### config.mk
export PLATFORM = sky130hd
export DESIGN_NAME = vpifo_pop_sched
export DESIGN_NICKNAME = d
export VERILOG_FILES = /design/src/rtl/vpifo_sched_pkg.sv /design/src/rtl/vpifo_rr_pick.sv /design/src/rtl/vpifo_pop_sched.sv
export SDC_FILE = /design/constraint.sdc
export NUM_CORES = 1
export LEC_CHECK = 0
export ABC_AREA = 1
export ABC_CLOCK_PERIOD_IN_PS = 4500
export CAP_MARGIN = 30
export CORE_UTILIZATION = 50
export DETAILED_ROUTE_END_ITERATION = 6
export PLACE_DENSITY = 0.72
export SLEW_MARGIN = 20
export SYNTH_ARGS = -nofsm -noshare
export SYNTH_HDL_FRONTEND = slang
export SYNTH_SLANG_ARGS = --single-unit
### constraint.sdc
create_clock -name i_clk -period 4.5 [get_ports i_clk]
set_input_delay 1.125 -clock i_clk [delete_from_list [all_inputs] [get_ports i_clk]]
set_output_delay 1.125 -clock i_clk [all_outputs]
set_load 0.01 [all_outputs]
### src/rtl/vpifo_sched_pkg.sv
// Shared types and sizing helpers for the vPIFO pop scheduler.
// Contents: FSM state type, per-tree capacity function, default widths.
package vpifo_sched_pkg;

   typedef enum logic {
      IDLE  = 1'b0,
      SERVE = 1'b1
   } state_t;

   localparam int DEF_LEVEL    = 4;
   localparam int DEF_TREE_NUM = 4;

   // Element capacity of one virtual tree of the given depth.
   function automatic int cap(input int level);
      return 4 * ((4 ** level - 1) / 3);
   endfunction

   localparam int TID_W = $clog2(DEF_TREE_NUM);
   localparam int CNT_W = $clog2(cap(DEF_LEVEL) + 1);

endpackage

### src/rtl/vpifo_rr_pick.sv
// Rotating-priority picker: first set bit of i_mask at or after i_ptr,
// wrapping around. Purely combinational.
// Ports:
//   i_mask  - eligibility mask, one bit per tree
//   i_ptr   - starting index of the search
//   o_found - at least one mask bit set
//   o_idx   - index of the selected tree (0 when nothing found)
module vpifo_rr_pick
   import vpifo_sched_pkg::*;
#(
   parameter int N  = 4,
   parameter int TW = $clog2(N)
) (
   input  logic [N-1:0]  i_mask,
   input  logic [TW-1:0] i_ptr,
   output logic          o_found,
   output logic [TW-1:0] o_idx
);

   always_comb begin : p_pick
      logic [TW:0] w_pos;
      o_found = 1'b0;
      o_idx   = '0;
      w_pos   = '0;
      for (int i = 0; i < N; i++) begin
         w_pos = {1'b0, i_ptr} + (TW+1)'(i);
         if (w_pos >= (TW+1)'(N)) w_pos = w_pos - (TW+1)'(N);
         if (!o_found && i_mask[w_pos[TW-1:0]]) begin
            o_found = 1'b1;
            o_idx   = w_pos[TW-1:0];
         end
      end
   end

endmodule

### src/rtl/vpifo_pop_sched.sv
// Weighted round-robin pop scheduler for one level port of the multi-tree
// SRAM PIFO. Tracks per-tree occupancy from observed pushes, issues pops
// with their tree id, and realigns returned pop data with that tree id.
// Optional macro VPIFO_SCHED_STATS_EN adds per-tree pop/drop statistics.
// Ports:
//   i_clk, i_rst            - clock, synchronous active-high reset
//   i_enable                - scheduler may issue pops
//   i_cfg_we/tree/weight    - per-tree weight write (0 disables the tree)
//   i_push, i_push_tree_id  - push observed toward the PIFO
//   o_push_ready            - addressed tree below capacity (combinational)
//   o_push_drop             - a push was refused in the previous cycle
//   i_fifo_full             - PIFO task FIFO full, stalls issue
//   o_pop, o_pop_tree_id    - registered pop request
//   i_pop_data              - PIFO data, valid POP_LAT cycles after o_pop
//   o_deq_valid/tree_id/data- realigned dequeued element
//   o_nonempty              - per-tree occupancy non-zero
//   i_stat_tree, o_stat_count (stats build only) - {drops, pops} readout
//
// state | meaning
// IDLE  | pick next eligible tree from rr pointer, load its credit
// SERVE | issue pops for cur while credit and count remain
module vpifo_pop_sched
   import vpifo_sched_pkg::*;
#(
   parameter int PTW      = 16,
   parameter int LEVEL    = 4,
   parameter int TREE_NUM = 4,
   parameter int WW       = 4,
   parameter int POP_LAT  = 2
) (
   input  logic                        i_clk,
   input  logic                        i_rst,
   input  logic                        i_enable,
   input  logic                        i_cfg_we,
   input  logic [$clog2(TREE_NUM)-1:0] i_cfg_tree,
   input  logic [WW-1:0]               i_cfg_weight,
   input  logic                        i_push,
   input  logic [$clog2(TREE_NUM)-1:0] i_push_tree_id,
   output logic                        o_push_ready,
   output logic                        o_push_drop,
   input  logic                        i_fifo_full,
   output logic                        o_pop,
   output logic [$clog2(TREE_NUM)-1:0] o_pop_tree_id,
   input  logic [PTW-1:0]              i_pop_data,
   output logic                        o_deq_valid,
   output logic [$clog2(TREE_NUM)-1:0] o_deq_tree_id,
   output logic [PTW-1:0]              o_deq_data,
`ifdef VPIFO_SCHED_STATS_EN
   input  logic [$clog2(TREE_NUM)-1:0] i_stat_tree,
   output logic [31:0]                 o_stat_count,
`endif
   output logic [TREE_NUM-1:0]         o_nonempty
);

   localparam int TW    = $clog2(TREE_NUM);
   localparam int CAP_V = cap(LEVEL);
   localparam int CW    = $clog2(CAP_V + 1);
   localparam logic [CW-1:0] CAP_C = CW'(CAP_V);

   logic [CW-1:0]  r_count  [TREE_NUM];
   logic [WW-1:0]  r_weight [TREE_NUM];
   state_t         r_state;
   logic [TW-1:0]  r_cur;
   logic [TW-1:0]  r_rr;
   logic [WW-1:0]  r_credit;

   logic [TREE_NUM-1:0] w_elig;
   logic                w_pick_found;
   logic [TW-1:0]       w_pick_idx;
   logic                w_push_ok;
   logic                w_issue;
   logic                w_cur_push;
   logic [CW-1:0]       w_cur_cnt_nxt;
   logic                w_exit;

   assign o_push_ready  = r_count[i_push_tree_id] < CAP_C;
   assign w_push_ok     = i_push && o_push_ready;
   assign w_issue       = (r_state == SERVE) && i_enable && !i_fifo_full &&
                          (r_count[r_cur] != '0) && (r_credit != '0);
   assign w_cur_push    = w_push_ok && (i_push_tree_id == r_cur);
   // Count of cur after this cycle's pop and any same-tree push.
   assign w_cur_cnt_nxt = r_count[r_cur] - CW'(1) + {{(CW-1){1'b0}}, w_cur_push};
   assign w_exit        = w_issue && ((r_credit == WW'(1)) || (w_cur_cnt_nxt == '0));

   always_comb begin
      w_elig     = '0;
      o_nonempty = '0;
      for (int t = 0; t < TREE_NUM; t++) begin
         o_nonempty[t] = r_count[t] != '0;
         w_elig[t]     = (r_count[t] != '0) && (r_weight[t] != '0);
      end
   end

   vpifo_rr_pick #(.N(TREE_NUM), .TW(TW)) u_pick (
      .i_mask  (w_elig),
      .i_ptr   (r_rr),
      .o_found (w_pick_found),
      .o_idx   (w_pick_idx)
   );

   always_ff @(posedge i_clk) begin
      if (i_rst) begin
         o_push_drop <= 1'b0;
         for (int t = 0; t < TREE_NUM; t++) begin
            r_count[t]  <= '0;
            r_weight[t] <= WW'(1);
         end
      end else begin
         o_push_drop <= i_push && !w_push_ok;
         for (int t = 0; t < TREE_NUM; t++) begin
            if (i_cfg_we && (i_cfg_tree == TW'(t))) r_weight[t] <= i_cfg_weight;
            if (w_push_ok && (i_push_tree_id == TW'(t)) && !(w_issue && (r_cur == TW'(t))))
               r_count[t] <= r_count[t] + CW'(1);
            else if (!(w_push_ok && (i_push_tree_id == TW'(t))) && w_issue && (r_cur == TW'(t)))
               r_count[t] <= r_count[t] - CW'(1);
         end
      end
   end

   always_ff @(posedge i_clk) begin
      if (i_rst) begin
         r_state       <= IDLE;
         r_cur         <= '0;
         r_rr          <= '0;
         r_credit      <= '0;
         o_pop         <= 1'b0;
         o_pop_tree_id <= '0;
      end else begin
         o_pop         <= w_issue;
         o_pop_tree_id <= w_issue ? r_cur : '0;
         case (r_state)
            IDLE: begin
               if (i_enable && w_pick_found) begin
                  r_cur    <= w_pick_idx;
                  r_credit <= r_weight[w_pick_idx];
                  r_state  <= SERVE;
               end
            end
            SERVE: begin
               if (w_issue) begin
                  r_credit <= r_credit - WW'(1);
                  if (w_exit) begin
                     r_state <= IDLE;
                     r_rr    <= (r_cur == TW'(TREE_NUM-1)) ? '0 : r_cur + TW'(1);
                  end
               end
            end
            default: r_state <= IDLE;
         endcase
      end
   end

   // Return path: stage k holds o_pop delayed by k cycles; data is
   // captured when stage POP_LAT lines up with i_pop_data.
   logic [POP_LAT:1] r_sh_vld;
   logic [TW-1:0]    r_sh_tid [1:POP_LAT];

   always_ff @(posedge i_clk) begin
      if (i_rst) begin
         r_sh_vld      <= '0;
         for (int k = 1; k <= POP_LAT; k++) r_sh_tid[k] <= '0;
         o_deq_valid   <= 1'b0;
         o_deq_tree_id <= '0;
         o_deq_data    <= '0;
      end else begin
         r_sh_vld[1] <= o_pop;
         r_sh_tid[1] <= o_pop_tree_id;
         for (int k = 2; k <= POP_LAT; k++) begin
            r_sh_vld[k] <= r_sh_vld[k-1];
            r_sh_tid[k] <= r_sh_tid[k-1];
         end
         o_deq_valid   <= r_sh_vld[POP_LAT];
         o_deq_tree_id <= r_sh_vld[POP_LAT] ? r_sh_tid[POP_LAT] : '0;
         o_deq_data    <= r_sh_vld[POP_LAT] ? i_pop_data : '0;
      end
   end

`ifdef VPIFO_SCHED_STATS_EN
   logic [15:0] r_stat_pops  [TREE_NUM];
   logic [15:0] r_stat_drops [TREE_NUM];

   always_ff @(posedge i_clk) begin
      if (i_rst) begin
         for (int t = 0; t < TREE_NUM; t++) begin
            r_stat_pops[t]  <= '0;
            r_stat_drops[t] <= '0;
         end
         o_stat_count <= '0;
      end else begin
         for (int t = 0; t < TREE_NUM; t++) begin
            if (w_issue && (r_cur == TW'(t)) && (r_stat_pops[t] != 16'hFFFF))
               r_stat_pops[t] <= r_stat_pops[t] + 16'd1;
            if (i_push && !w_push_ok && (i_push_tree_id == TW'(t)) && (r_stat_drops[t] != 16'hFFFF))
               r_stat_drops[t] <= r_stat_drops[t] + 16'd1;
         end
         o_stat_count <= {r_stat_drops[i_stat_tree], r_stat_pops[i_stat_tree]};
      end
   end
`endif

endmodule

== Word level (Yosys, flattened, before mapping) ==
Memories as Yosys holds them, arrays and structs flattened. A register that Yosys moved wholly into a read port is not among the register bits.
Cells that the tools add are included.
Word-level totals
  flip-flop bits (word level): 32
  bits in writable memories: 56
  input port bits: 30
  output and inout bits: 28
  word-level logic and storage cells: 231
  memories: 3
Memory list
  r_count: words 4, width 9, rd ports 6, clocked after memory_dff 1, wr ports 4, line vpifo_pop_sched.sv:60  | logic [CW-1:0] r_count [TREE_NUM];
  r_weight: words 4, width 4, rd ports 5, clocked after memory_dff 0, wr ports 4, line vpifo_pop_sched.sv:61  | logic [WW-1:0] r_weight [TREE_NUM];
  r_sh_tid: words 2, width 2, rd ports 2, clocked after memory_dff 1, wr ports 2, line vpifo_pop_sched.sv:156  | logic [TW-1:0] r_sh_tid [1:POP_LAT];
Cells by class
  add/sub/neg operators: 19
  order comparisons: 9
  equality and inequality tests: 13
  mux-type cells: 87
  bitwise gates (word level): 17
  reductions and logical operators: 73
Operators by type and width (number)
  $mux 9: 8
  $mux 1: 54
  $reduce_bool 9->1: 5
  $sub 9x1->9 const B: 5
  $logic_and 1x1->1: 40
  $add 9x1->9 const B: 4
  $mux 2: 13
  $mux 4: 6
  $reduce_bool 4->1: 5
  $or 1x1->1: 14
  $logic_not 1->1: 13
  $eq 2x2->1 const B: 6
  $lt 2x3->1 const B: 4
  $add 9x1->9: 1
  $ge 3x3->1 const B: 3
  $logic_not 9->1: 1
  $lt 9x9->1 const B: 1
  $bmux 1 s2: 4
  $pmux 4 s2: 1
  $sub 2x1->2 const B: 4
  $add 2x2->3 const B: 2
  $eq 2x1->1 const B: 3
  $logic_not 2->1: 3
  $eq 4x1->1 const B: 1
  other kinds (13): 17

== Logic depth before layout (Yosys ltp) ==
Gate-level depths: netlist of run 1.
An unclocked memory read counts as a cell.
  depth after elaboration: 19
  depth in mapped cells: 27
  mapped depth without buffers: 26

== Cells and area by module ==
From an unflattened synthesis of run 1, not the netlist that was laid out.
Second synthesis, totals
  cell total of the unflattened synthesis: 818
  area, all modules: 6085.8 sq um
Modules (own cells, without submodules)
  vpifo_pop_sched: times used 1, cells an instance 759, area each 5786.8 sq um, sequential area each 2362.3 sq um
  vpifo_rr_pick: times used 1, cells an instance 59, area each 299.0 sq um, sequential area each 0.0 sq um

== Worst setup path after synthesis of run 1 ==
No wires, ideal clock.
  kind: input to register
  from: input i_push_tree_id[1]
  to: memory r_count[2][8] in the netlist's numbering, data pin
  library setup time: 0.258 ns
  arrival time: 3.736 ns
  data required time: 4.242 ns
  setup slack: 0.506 ns
  stages on the path: 21
  buffers on the path: 0
  cells stage by stage: inv_2 > nand2_2 > inv_2 > a221oi_1 > a21oi_1 > nand4_1 > nand3_4 > o21ai_4 > inv_2 > fa_1 > nand3_1 > nand2_1 > nand2_1 > nand2_1 > a21oi_1 > nor2_1 > o21ai_0 > nand2_1 > xor2_1 > nand2_1 > o21ai_1
RTL lines
  start, declared: line vpifo_pop_sched.sv:38  | input logic [$clog2(TREE_NUM)-1:0] i_push_tree_id,
  end, declared: line vpifo_pop_sched.sv:60

== Worst setup path in the final report of run 1 ==
  from: input i_push_tree_id[0]
  to: output o_push_ready
Between the ends
  cells in the longest elaborated chain, start to end: 2
RTL lines
  $mem_v2 4x9
  $lt 9x9->1: line vpifo_pop_sched.sv:76  | assign o_push_ready = r_count[i_push_tree_id] < CAP_C;
  end, declared: line vpifo_pop_sched.sv:39  | output logic o_push_ready,
Every way passes these cells.

==> impl_metrics.json, run 1 <==
{
  "place.gp.congestion": 0.918,
  "status": "finished with violations",
  "finalWirelength_um": 14500,
  "finalWorstPathRequiredPeriod_ns": 4.38,
  "worst-setup-path-type": "in2out",
  "finalNetCount": 898,
  "period_share_pct": 97.3,
  "clock_tree.htree_level_count": 3,
  "drc": 2,
  "detail_route_antenna_nets": 0,
  "report.final.slew_viol_count": 0,
  "rsz_0062_raised_after_global_routing": "yes",
  "post_synth_xor_area_fraction_pct": 5.26,
  "timing.reg2reg.setup_slack_ns": 0.79,
  "grt_antenna_before_repair": 0,
  "area_delta_synth_final_pct": 23.9,
  "portBuffers": 57,
  "vdd.ir_drop.worst_v": 0.000207,
  "drive_above_1_share_pct": 13.1,
  "clk_root_buffer_cell": "sky130_fd_sc_hd__clkbuf_16",
  "muxShareOfSynthArea_pct": 0,
  "fp.dieH_um": 110,
  "postSynth.topFlopCell": "sky130_fd_sc_hd__edfxtp_1",
  "grt_max_degree": 20,
  "detail_route.wl_per_cell_um": 14.8,
  "worstHoldPathType": "reg2reg",
  "cts_buffers": 9,
  "power.density_cell_area_mw_per_mm2": 288,
  "fp-row-count": 39,
  "antenna-diode-count": 0,
  "fmax_ghz": 0.228,
  "share_of_the_synthesized_area_in_compound_gates_ao_oa_aoi_oai_pct": 13.3,
  "syn_area_per_cell_um2": 7.96,
  "synth_nets": 797,
  "postSynthCellCount": 733,
  "first_pass_grt_wire_length_um": 23600,
  "floorplan.initialDensity_pct": 51.3,
  "crit_path_start_kind": "input pin",
  "synth-simple-area-share_pct": 25.4,
  "final.hold.worst_slack_ns": 0.407,
  "setup_violating_endpoint_count_in_the_final_report": 0,
  "vias_in_the_first_global_route": 4960,
  "synth.yosys.warnings": 0,
  "worstPathMaxFanout": 6,
  "mostFrequentLayoutCells": "sky130_fd_sc_hd__nand2_1 (120), sky130_fd_sc_hd__nor2_1 (95), sky130_fd_sc_hd__inv_1 (91)",
  "hold_path_end": "r_sh_tid[2][1]",
  "worst_hold_startpoint": "r_sh_tid[1][1]",
  "vias_per_cell": 5.40,
  "fin_worst_skew_ns": 0.00796,
  "post_synthesis_sequential_element_count": 92,
  "place.detailed.instances": 965,
  "yosys.area_share.adder_pct": 7.68,
  "detail_route.first_pass.iterations": 7,
  "fp.dieArea_mm2": 0.0121,
  "die_x_um": 110,
  "report.final.hold_viol_count": 0,
  "critPathArrivalTime_ns": 3.25,
  "globalRouteOverflowTotal": 0,
  "design.core.area_mm2": 0.0114,
  "distinct_cell_type_count_of_the_synthesized_netlist": 45,
  "max_slew_margin_pct": 60.0,
  "detailedPlacementHpwl_um": 11300,
  "postSynth.asyncResetShare_pct": 0,
  "grt.total_usage_pct": 25.5,
  "synth_top_family_by_area": "simple AND/OR/NAND/NOR gates",
  "detail_route.iter0.violations": 353,
  "worst_ep_required_time_ns": 3.38,
  "synth_enable_flop_cells": 52,
  "mappedNetlistArea_mm2": 0.00583,
  "clock_slew_at_the_register_clock_pins_of_the_worst_setup_and_hold_paths_ns": 0.07,
  "clock_tree_from_tritoncts": "built",
  "endpoint_kind": "output pin",
  "number_of_cell_instances_on_the_worst_register_to_register_path": 26,
  "clk_latency_ns": 0.36,
  "max_cap_violations": 0,
  "cts_num_sinks": 92,
  "clk_path_buf_depth": 2,
  "violations": "design-rule violations",
  "r2r_end": "r_count[1][8]",
  "ys_seq_area_share_pct": 40.5,
  "worst_hold_path.num_cells": 2,
  "final_common_cell": "sky130_fd_sc_hd__nand2_1",
  "worst_tran_pin_value_ns": 0.595,
  "stdcell_count": 982,
  "total_leakage_power_nw": 3.22,
  "detailroute.via_count": 5305,
  "floorplan.io_pins": 58
}
[stage by stage]
step                      utilization (%)  total power, mW  setup WS [ns]  cell area, um^2  TNS (ns)
final                                63.5             2.08          0.122             7220         0
after global routing                 63.5             2.16        -0.0520             7220   -0.0520
after CTS                            63.0             2.09         0.0462             7160         0
after detailed placement             60.3             1.32         -0.156             6860    -0.920
after global placement               60.3             1.31        -0.0344             6860   -0.0731
after floorplan                         -             1.20          0.506             5830         0
[per-layer routing]
layer | global-route usage [%] | share of wire [%]
met2 | 42.6 | 48
met4 | 11.0 | 2.4
met5 | 0 | 0
met3 | 3.70 | 5.5
met1 | 33.0 | 45
[worst max-delay path by stage]
stage | from | to | slack [ns] | cells after the start
floorplan | i_push_tree_id[1] | r_count[2][8] | 0.51 | 21
global placement | i_push_tree_id[1] | r_count[2][7] | -0.03 | 23
detailed placement | i_push_tree_id[1] | r_count[2][7] | -0.16 | 23
CTS | i_push_tree_id[1] | o_push_ready | 0.05 | 12
global route | i_push_tree_id[0] | r_count[0][7] | -0.05 | 23
finish | i_push_tree_id[0] | o_push_ready | 0.12 | 12
[cell type report]
type | instances | area, um^2
clock buffers | 9 | 225
repair buffers | 104 | 930
multi-input cells | 524 | 3060
well taps | 143 | 179
clock inverters | 7 | 76.3
fillers | 968 | 4150
flip-flops and latches | 92 | 2360
inverters | 103 | 389
[repair_timing]
item                       in CTS  in global routing
hold buffers                    0                  0
resized for setup               0                 13
setup endpoints to repair       1                 10
pin swaps                       1                  0
setup buffers                   1                  0
[critical path, stage by stage]
cell	delay [ns]
sky130_fd_sc_hd__clkdlybuf4s50_1	0.42
sky130_fd_sc_hd__buf_6	0.16
sky130_fd_sc_hd__nand2_2	0.14
sky130_fd_sc_hd__inv_2	0.09
sky130_fd_sc_hd__a22oi_2	0.12
sky130_fd_sc_hd__o221ai_1	0.14
sky130_fd_sc_hd__o21ai_1	0.10
sky130_fd_sc_hd__a21o_1	0.18
sky130_fd_sc_hd__buf_4	0.12
sky130_fd_sc_hd__nand2_1	0.05
sky130_fd_sc_hd__inv_1	0.06
sky130_fd_sc_hd__clkdlybuf4s50_1	0.53
[sequential cells by signal (all words and copies together) (netlist names), 4 cells and up, named ones only]
register and flops:
o_deq_data 16, r_weight 16, r_count 36, r_sh_tid 4
r_credit 4
[synthesized netlist by cell type, types with 7 or more instances]
cell                       count  area (um^2)
sky130_fd_sc_hd__a21oi_1      60          300
sky130_fd_sc_hd__dfxtp_1      40          801
sky130_fd_sc_hd__edfxtp_1     52         1560
sky130_fd_sc_hd__ha_1         31          388
sky130_fd_sc_hd__inv_1        91          342
sky130_fd_sc_hd__inv_2        11         41.3
sky130_fd_sc_hd__nand2_1     120          450
sky130_fd_sc_hd__nand3_1      69          345
sky130_fd_sc_hd__nand4_1       8         50.1
sky130_fd_sc_hd__nor2_1       95          357
sky130_fd_sc_hd__nor3_1        9         45.0
sky130_fd_sc_hd__o21ai_0      25          125
sky130_fd_sc_hd__o21ai_1      14         70.1
sky130_fd_sc_hd__o22ai_1       7         43.8
sky130_fd_sc_hd__xnor2_1      17          149
sky130_fd_sc_hd__xor2_1       18          158
[where the power goes]
group	total (mW)	switching (mW)	internal, mW	leakage, nW
Clock	0.769	0.373	0.396	0.151
Combinational	0.337	0.196	0.140	2.21
Sequential	0.974	0.0450	0.929	0.857
Total	2.08	0.614	1.47	3.22
[cells by family after synthesis]
| group | count (synthesis) |
|---|---|
| simple gates | 325 |
| fa+ha+maj | 34 |
| compound gates | 130 |
| buf+inv | 117 |
| xor+xnor | 35 |
| flops | 92 |
No activity file was read; power rests on OpenSTA's default activity.
==> inputs of run 2 (changes only) <==
--- a/config.mk
+++ b/config.mk
@@ -14,4 +14,5 @@
 export SLEW_MARGIN = 20
 export SYNTH_ARGS = -nofsm -noshare
 export SYNTH_HDL_FRONTEND = slang
+export SYNTH_HIERARCHICAL = 1
 export SYNTH_SLANG_ARGS = --single-unit
==> impl_metrics.json, run 2 <==
{
  "syn_area_per_cell_um2": 7.44,
  "vias_per_cell": 5.32,
  "clock_slew_at_the_register_clock_pins_of_the_worst_setup_and_hold_paths_ns": 0.07,
  "design.core.area_mm2": 0.0117,
  "postSynth.topFlopCell": "sky130_fd_sc_hd__edfxtp_1",
  "power.combinational.fraction_pct": 15.7,
  "vdd.ir_drop.worst_v": 0.000170,
  "highest-signal-layer": "met4",
  "largest-register": "r_count",
  "final_common_cell": "sky130_fd_sc_hd__nand2_1",
  "power_report.internal_total_mw": 1.45,
  "detailedPlacementHpwl_um": 11200,
  "final.hold.worst_slack_ns": 0.410,
  "switchingPower_mw": 0.618,
  "synth_nets": 883,
  "routedLengthMet1_um": 6560,
  "mappedNetlistArea_mm2": 0.00609,
  "grt.total_usage_pct": 24.3,
  "die_x_um": 112,
  "clock_tree.htree_level_count": 3,
  "status": "finished with violations",
  "antenna-diode-count": 0,
  "post_synthesis_sequential_element_count": 92,
  "cts_num_sinks": 92,
  "detail_route.iter0.violations": 410,
  "first_pass_grt_wire_length_um": 24400,
  "fp.dieArea_mm2": 0.0126,
  "worstPathMaxFanout": 7,
  "timing.critical_path.mode_cell": "sky130_fd_sc_hd__nand2_1",
  "finalWorstSetupSlack_ns": 0.235,
  "fp-row-count": 39,
  "synth.top_cell.area_share_pct": 25.7,
  "netSwitchingFraction_pct": 29.8,
  "power.density_cell_area_mw_per_mm2": 288,
  "finalWorstPathRequiredPeriod_ns": 4.27,
  "portBuffers": 57,
  "place.gp.congestion": 0.918,
  "endpoint_kind": "output pin",
  "ys_seq_area_share_pct": 38.8,
  "biggestRegsByFlops": "r_count x36, o_deq_data x16, r_weight x16",
  "worst_ep_required_time_ns": 3.38,
  "ctsHoldBuffers": 0,
  "fmax_ghz": 0.234,
  "clk_root_buffer_cell": "sky130_fd_sc_hd__clkbuf_16",
  "met2_wirelength_um": 6900,
  "cpPeakStageDelay_ns": 0.56,
  "mostFrequentLayoutCells": "sky130_fd_sc_hd__nand2_1 (199), sky130_fd_sc_hd__inv_1 (114), sky130_fd_sc_hd__nor2_1 (99)",
  "fp.dieH_um": 112,
  "crit_slowest_cell": "sky130_fd_sc_hd__clkdlybuf4s50_1",
  "synth_area_leaders": "sky130_fd_sc_hd__edfxtp_1 (26%), sky130_fd_sc_hd__dfxtp_1 (13%), sky130_fd_sc_hd__nand2_1 (12%), sky130_fd_sc_hd__inv_1 (7.0%), sky130_fd_sc_hd__ha_1 (6.6%)",
  "worstHoldPathType": "reg2reg",
  "cts_setup_buffers": 0,
  "setup_violating_endpoint_count_in_the_final_report": 0,
  "critPathArrivalTime_ns": 3.14,
  "power.share.clock_pct": 37.2,
  "worst-setup-path-type": "in2out",
  "largest_register_ffs": 36,
  "combined_flip_flop_and_latch_cell_area_mm2": 0.00236,
  "floorplan.io_pins": 58,
  "rsz_0062_raised_after_global_routing": "no",
  "max_slew_margin_pct": 57.7,
  "p_seq_share_pct": 47.1,
  "netlist_top_cells_count": "sky130_fd_sc_hd__nand2_1 (199), sky130_fd_sc_hd__inv_1 (114), sky130_fd_sc_hd__nor2_1 (100)",
  "area_delta_synth_final_pct": 18.0,
  "report.final.hold_viol_count": 0,
  "worstPathCellList": "clkdlybuf4s50_1 > inv_1 > nand3_1 > nand2_1 > nor2_1 > nand2_1 > nor2_1 > nand2_1 > nand2_1 > inv_1 > clkdlybuf4s50_1",
  "worst_tran_pin_value_ns": 0.629,
  "multi_input_comb_area_mm2": 0.00316,
  "biggest_area_consumer_among_synthesized_cells": "sky130_fd_sc_hd__edfxtp_1",
  "violations": "design-rule violations",
  "synth.yosys.warnings": 6,
  "fin_worst_skew_ns": 0.00619,
  "distinct_cell_type_count_of_the_synthesized_netlist": 43,
  "total_leakage_power_nw": 3.36,
  "period_share_pct": 94.8,
  "grt_max_degree": 20,
  "crit_path_start_kind": "input pin",
  "detail_route.wl_per_cell_um": 14.1,
  "postSynth.asyncResetShare_pct": 0,
  "finalNetCount": 951,
  "num-fill-cells": 1026,
  "drc": 7,
  "max_cap_violations": 0,
  "postSynthCellCount": 818,
  "wl_met3_um": 858,
  "vias_in_the_first_global_route": 5360,
  "clk_path_buf_depth": 2,
  "detail_route.first_pass.iterations": 7,
  "report.final.slew_viol_count": 0,
  "detail_route_antenna_nets": 0,
  "grt_antenna_before_repair": 0,
  "post_cts_resize_count": 0,
  "synth.most_common_cell": "sky130_fd_sc_hd__nand2_1",
  "detailroute.via_count": 5505,
  "finalWirelength_um": 14600,
  "final.setup.tns_ns": 0,
  "clk_latency_ns": 0.36,
  "cts_buffers": 9,
  "drive_above_1_share_pct": 7.97,
  "pre_cts_setup_slack_ns": 0.0366,
  "synth_enable_flop_cells": 52,
  "finalPower_mw": 2.07,
  "clock_tree_from_tritoncts": "built",
  "floorplan.initialDensity_pct": 52.2,
  "globalRouteOverflowTotal": 0
}
==> run 2: cell count changes after synthesis, sizes merged, moves of 5 or more <==
cell and change:
nor2 +7, a21oi -29, xnor2 -5, inv +19, xor2 +6, nand2 +86
==> run 2: logic make-up after synthesis <==
group | Yosys count | synth area share, %
and+or+nand+nor | 425 | 30.8
buffers and inverters | 139 | 9.33
DFF | 92 | 38.8
AOI/OAI and AO/OA | 91 | 8.26
xor gates and xnor gates | 36 | 5.18
adders and majority gates | 35 | 7.57
==> run 2: final timing paths <==
kind | from | end | slack, ns | cells after the start
setup / recovery | i_push_tree_id[1] | o_push_ready | 0.23 | 11
hold / removal | r_sh_tid[1][1] | r_sh_tid[2][1] | 0.41 | 2
setup reg to reg | flip-flop | r_count[1][8] | 0.97 | 21
hold reg to reg | r_sh_tid[1][1] | r_sh_tid[2][1] | 0.41 | 2
==> run 2: routing by layer <==
| metal | vias up | GRT usage, % |
|---|---|---|
| met3 | 28 | 4.43 |
| met2 | 163 | 41.8 |
| met4 | 0 | 10.0 |
| met5 | - | 0 |
| li1 | 2787 | - |
| met1 | 2527 | 30.2 |
==> run 2: area by class of cell <==
| cell class | instances | share of cell area (%) |
|---|---|---|
| Clock buffer | 9 | 3.14 |
| Clock inverter | 7 | 1.06 |
| Inverter | 122 | 6.41 |
| Multi-Input combinational cell | 587 | 44.1 |
| Sequential cell | 92 | 32.9 |
| Tap cell | 143 | 2.49 |
| Timing Repair Buffer | 74 | 9.93 |
==> run 2: power groups by stage <==
stage / registers (mW) / logic [mW] / clock network, mW
5_1_grt: 0.980 / 0.370 / 0.816
2_1_floorplan: 0.972 / 0.238 / 0
3_5_place_dp: 0.993 / 0.322 / 0
3_3_place_gp: 0.991 / 0.313 / 0
4_1_cts: 0.974 / 0.324 / 0.775
6_report: 0.975 / 0.326 / 0.770
==> run 2: worst max-delay path, delay by kind of cell <==
| family | cells | cell delay [ns] |
|---|---|---|
| and+or+nand+nor | 7 | 0.74 |
| buffers and inverters | 4 | 1.26 |
==> run 2: stage by stage <==
| stage | std cells | instance area [um^2] | util, % |
|---|---|---|---|
| final | 1034 | 7180 | 61.6 |
| after CTS | 1034 | 7170 | 61.5 |
| after global routing | 1034 | 7180 | 61.6 |
| after floorplan | 818 | 6090 | - |
| after detailed placement | 1018 | 6870 | 58.9 |
| after global placement | 1018 | 6870 | 58.9 |
==> RTL change 1 (config.mk and constraints of run 2) <==
Change the parameter `PTW` from 16 to 17.
--- a/src/rtl/vpifo_pop_sched.sv
+++ b/src/rtl/vpifo_pop_sched.sv
@@ -22,7 +22,7 @@
 module vpifo_pop_sched
    import vpifo_sched_pkg::*;
 #(
-   parameter int PTW      = 16,
+   parameter int PTW      = 17,
    parameter int LEVEL    = 4,
    parameter int TREE_NUM = 4,
    parameter int WW       = 4,
Ports: changed (resized i_pop_data and o_deq_data); port bits go from 58 to 60. The function was not compared with the original's and may differ.
==> RTL change 1 against run 2 <==
Cell count increased by 6.3%; critical path depth unchanged; synthesized area increased by 2.4%; die area increased by 2.4%; design area increased by 2.0%; wire length decreased by 3.1%; power increased by 1.3%; sequential cell count increased by 1; setup slack got worse by 0.088 ns; via count increased by 0.53%; first-iteration DRC count decreased by 14%; count of clock-buffer cells in the layout increased by 3; critical endpoint unchanged; largest power group unchanged.
==> RTL change 1: results (changes against run 2) <==
status=completed; Slew @ Worst Pin=0.656 ns (+0.0266 ns); routed vias=5534 (+0.53%); adder-cell share of the synthesized area=7.39% (-0.18 points); complex-gate fraction of the synthesized area=7.67% (-0.60 points); WL final=14.2 mm (-3.1%); Routability Congestion=0.884 (-3.6%); clock skew=0.00926 ns (+0.00307 ns); PortBufs=59 (+3.5%); synth cell count leaders=226 x nand2_1, 123 x inv_1, 90 x nor2_1, 79 x nand3_1, 52 x edfxtp_1; unique cell type count in the Yosys netlist=39 (-9.3%); hpwl dp=10.7 mm (-4.1%); VDD IR-drop max=0.161 mV (-5.1%); drt first pass iters=5 (-2); Net count, final=992 (+4.3%); critical path fanouts, max=8 (+1); reg2reg path depth=20 (-4.8%); Post-Layout Cell Count=1099 (+6.3%); Seq/Total Area, Yosys=38.2% (-0.59 points); Initial DRC Count=354 (-14%); top flop regs=r_count: 36 flops, o_deq_data: 17 flops, r_weight: 16 flops; # H-tree levels=3 (unchanged); largest net degree at the start of global routing=21 (+5.0%); first-pass GRT wire length=23.7 mm (-3.1%); Total Routing Usage GR=23.2% (-1.1 points); Net Count, Synth=932 (+5.5%); largest cells by area after synthesis=edfxtp_1 25%, nand2_1 14%, dfxtp_1 13%
-- RTL change 1: final cells by class --
cell class | instances | share of cell area (%)
Clock buffer | 12 | 3.81
Clock inverter | 4 | 0.444
Inverter | 131 | 6.72
Multi-Input combinational cell | 619 | 44.2
Sequential cell | 93 | 32.5
Tap cell | 168 | 2.87
Timing Repair Buffer | 72 | 9.40
-- RTL change 1: kinds of logic (layout without fill, tap and decap cells) --
family / count (synthesis) / in the layout
buf+inv: 154 / 219
fa+ha+maj: 35 / 35
compound gates: 90 / 90
xor+xnor: 31 / 31
simple gates: 463 / 463
flops: 93 / 93
-- RTL change 1: per-stage QoR --
step                      worst slack (ns)  cell area, sq um
after global routing                0.0161              7320
after floorplan                      0.761              6230
after detailed placement            0.0739              7010
final                                0.147              7320
after global placement               0.104              7010
after CTS                            0.125              7320
-- RTL change 1: worst paths after layout --
path	slack, ns	endpoint	from
max	0.15	o_push_ready	i_push_tree_id[1]
min reg2reg	0.40	r_sh_tid[2][1]	r_sh_tid[1][1]
max reg2reg	1.15	r_count[1][6]	flip-flop
min	0.40	r_sh_tid[2][1]	r_sh_tid[1][1]
-- RTL change 1: worst max-delay path, stage by stage --
cell and delay [ns]:
clkdlybuf4s50_1 0.63, buf_4 0.22, nand2_1 0.11, o21ai_1 0.14, nor2_1 0.05, a21oi_1 0.11
nand2_1 0.11, buf_4 0.16, nand2_1 0.06, inv_1 0.04, clkdlybuf4s50_1 0.47
-- RTL change 1: layer usage --
layer | part of all wire (%) | wire, microns | vias to the layer above | track usage, %
met4 | 2.1 | 303 | 0 | 9.82
met3 | 4.3 | 607 | 25 | 3.13
met1 | 48 | 6800 | 2457 | 31.8
met5 | 0 | 0 | - | 0
met2 | 46 | 6460 | 133 | 37.0
li1 | - | - | 2919 | -
-- RTL change 1: where the power goes --
group          internal [mW]  switching, mW  leakage (nW)
registers              0.938         0.0457         0.865
clock network          0.449          0.339         0.155
logic                  0.129          0.198          2.44
==> RTL change 2 (config.mk and constraints of run 2) <==
Made on the original files. `o_deq_data` no longer has a reset.
--- a/src/rtl/vpifo_pop_sched.sv
+++ b/src/rtl/vpifo_pop_sched.sv
@@ -161,7 +161,6 @@
          for (int k = 1; k <= POP_LAT; k++) r_sh_tid[k] <= '0;
          o_deq_valid   <= 1'b0;
          o_deq_tree_id <= '0;
-         o_deq_data    <= '0;
       end else begin
          r_sh_vld[1] <= o_pop;
          r_sh_tid[1] <= o_pop_tree_id;
@@ -171,8 +170,11 @@
          end
          o_deq_valid   <= r_sh_vld[POP_LAT];
          o_deq_tree_id <= r_sh_vld[POP_LAT] ? r_sh_tid[POP_LAT] : '0;
-         o_deq_data    <= r_sh_vld[POP_LAT] ? i_pop_data : '0;
-      end
+      end
+   end
+
+   always_ff @(posedge i_clk) begin
+      o_deq_data <= r_sh_vld[POP_LAT] ? i_pop_data : '0;
    end
 
 `ifdef VPIFO_SCHED_STATS_EN
Formal check against the unedited RTL: not equivalent (Yosys sat finds a counterexample within 10 cycles, from zero or initial values and one cycle with i_rst high; the reset may be asserted at any time).
==> RTL change 2 against run 2 <==
Design area down 0.37%; power down 1.9%; setup slack worse by 0.0026 ns; wire length down 6.3%; combinational power down 3%; sequential cell count unchanged; worst hold slack worse by 0.0054 ns; cell count up 0.48%; global-route usage down 1.0 points; register-to-register slack better by 0.05 ns; synthesized area up 0.62%; die area up 0.61%; largest cell class unchanged; largest power group unchanged; highest routed layer unchanged.
==> RTL change 2: results (changes against run 2) <==
post-DR vias/cell=5.13 (-3.7%); Post-Layout Cell Count=1039 (+0.48%); VDD IR-drop max=0.159 mV (-6.5%); min-delay src=r_sh_tid[1][1]; largest cells by area after synthesis=edfxtp_1 26%, dfxtp_1 13%, nand2_1 13%; Placement Cell Area=6860 sq um (about the same); first-pass GRT wire length=23.4 mm (-4.3%); critical path fanouts, max=7 (unchanged); clock skew=0.00714 ns (+0.000946 ns); Net Count, Synth=889 (+0.68%); Initial DRC Count=300 (-27%); Cells after Synth=824 (+0.73%); synth cell count leaders=213 x nand2_1, 117 x inv_1, 78 x nor2_1, 66 x nand3_1, 52 x edfxtp_1; initial antenna violation count=0 (unchanged); Net count, final=952 (+0.11%); vias in the first global route=4974 (-7.2%); slew margin rel.=59.0% (+1.3 points); Crit. Startpoint=i_push_tree_id[0]; Routability Congestion=0.879 (-4.2%); pre-CTS setup slack=-0.00694 ns (-0.0435 ns); share of cells above drive strength 1=7.74% (-0.23 points); DR WL/cell=13.2 microns (-6.8%); Post CTS Setup Buffer Count=0 (unchanged); Seq/Total Area, Yosys=38.6% (-0.24 points); Total Routing Usage GR=23.3% (-1.0 points); PD cells=284 nW/um^2 (-1.6%); clock buffer depth=2 (unchanged); largest net degree at the start of global routing=20 (unchanged); Fillers=1140 (+11%); unique cell type count in the Yosys netlist=42 (-2.3%); status=completed; hpwl dp=10.7 mm (-4.3%)
RTL change 2: cell count changes in the layout (fill, tap and decap cells not counted), sizes merged, moves of 3 or more:
cell	run 2	this run
nand2	212	230
nor2	107	85
buf	17	13
a21oi	31	35
inv	126	129
RTL change 2: cell type report:
| cell class | instances | share of cell area, % |
|---|---|---|
| timing repair buffer | 70 | 9.34 |
| sequential | 92 | 33.0 |
| multi-input combinational | 589 | 44.4 |
| clock buffer | 9 | 3.15 |
| clock inverter | 7 | 0.909 |
| inverter | 125 | 6.59 |
| tap | 147 | 2.57 |
RTL change 2: layer usage:
layer | track usage (%) | share of wire [%] | up-vias
met5 | 0 | 0 | -
met4 | 9.33 | 2.2 | 0
met3 | 3.24 | 3.3 | 24
met2 | 38.6 | 48 | 108
met1 | 30.7 | 47 | 2401
li1 | - | - | 2794
RTL change 2: final timing paths:
path                                  endpoint  slack [ns]  cells past startpoint
worst min register to register  r_sh_tid[2][1]        0.40                      2
worst max register to register   r_count[1][8]        1.02                     22
worst max-delay path              o_push_ready        0.23                     10
worst min-delay path            r_sh_tid[2][1]        0.40                      2
RTL change 2: cells by family (layout without fill, tap and decap cells):
family,after synthesis,after routing,synth area share (%)
compound gates,94,94,8.34
xor+xnor,35,35,5.01
fa+ha+maj,35,35,7.52
buf+inv,143,211,9.52
flops,92,92,38.6
simple gates,425,425,31.0
RTL change 2: power breakdown:
| part | leakage, nW | switching (mW) | total [mW] | internal [mW] |
|---|---|---|---|---|
| combinational | 2.38 | 0.188 | 0.316 | 0.127 |
| sequential | 0.857 | 0.0490 | 0.978 | 0.929 |
| clock | 0.146 | 0.349 | 0.738 | 0.388 |
RTL change 2: worst max-delay path: stages:
cell and delay (ns):
clkdlybuf4s50_1 0.48, buf_4 0.20, nand3_1 0.08, nand2_1 0.07, o21ai_0 0.21, nor2_1 0.10, nor2_4 0.13, nand2_1 0.10
inv_1 0.11, clkdlybuf4s50_1 0.56
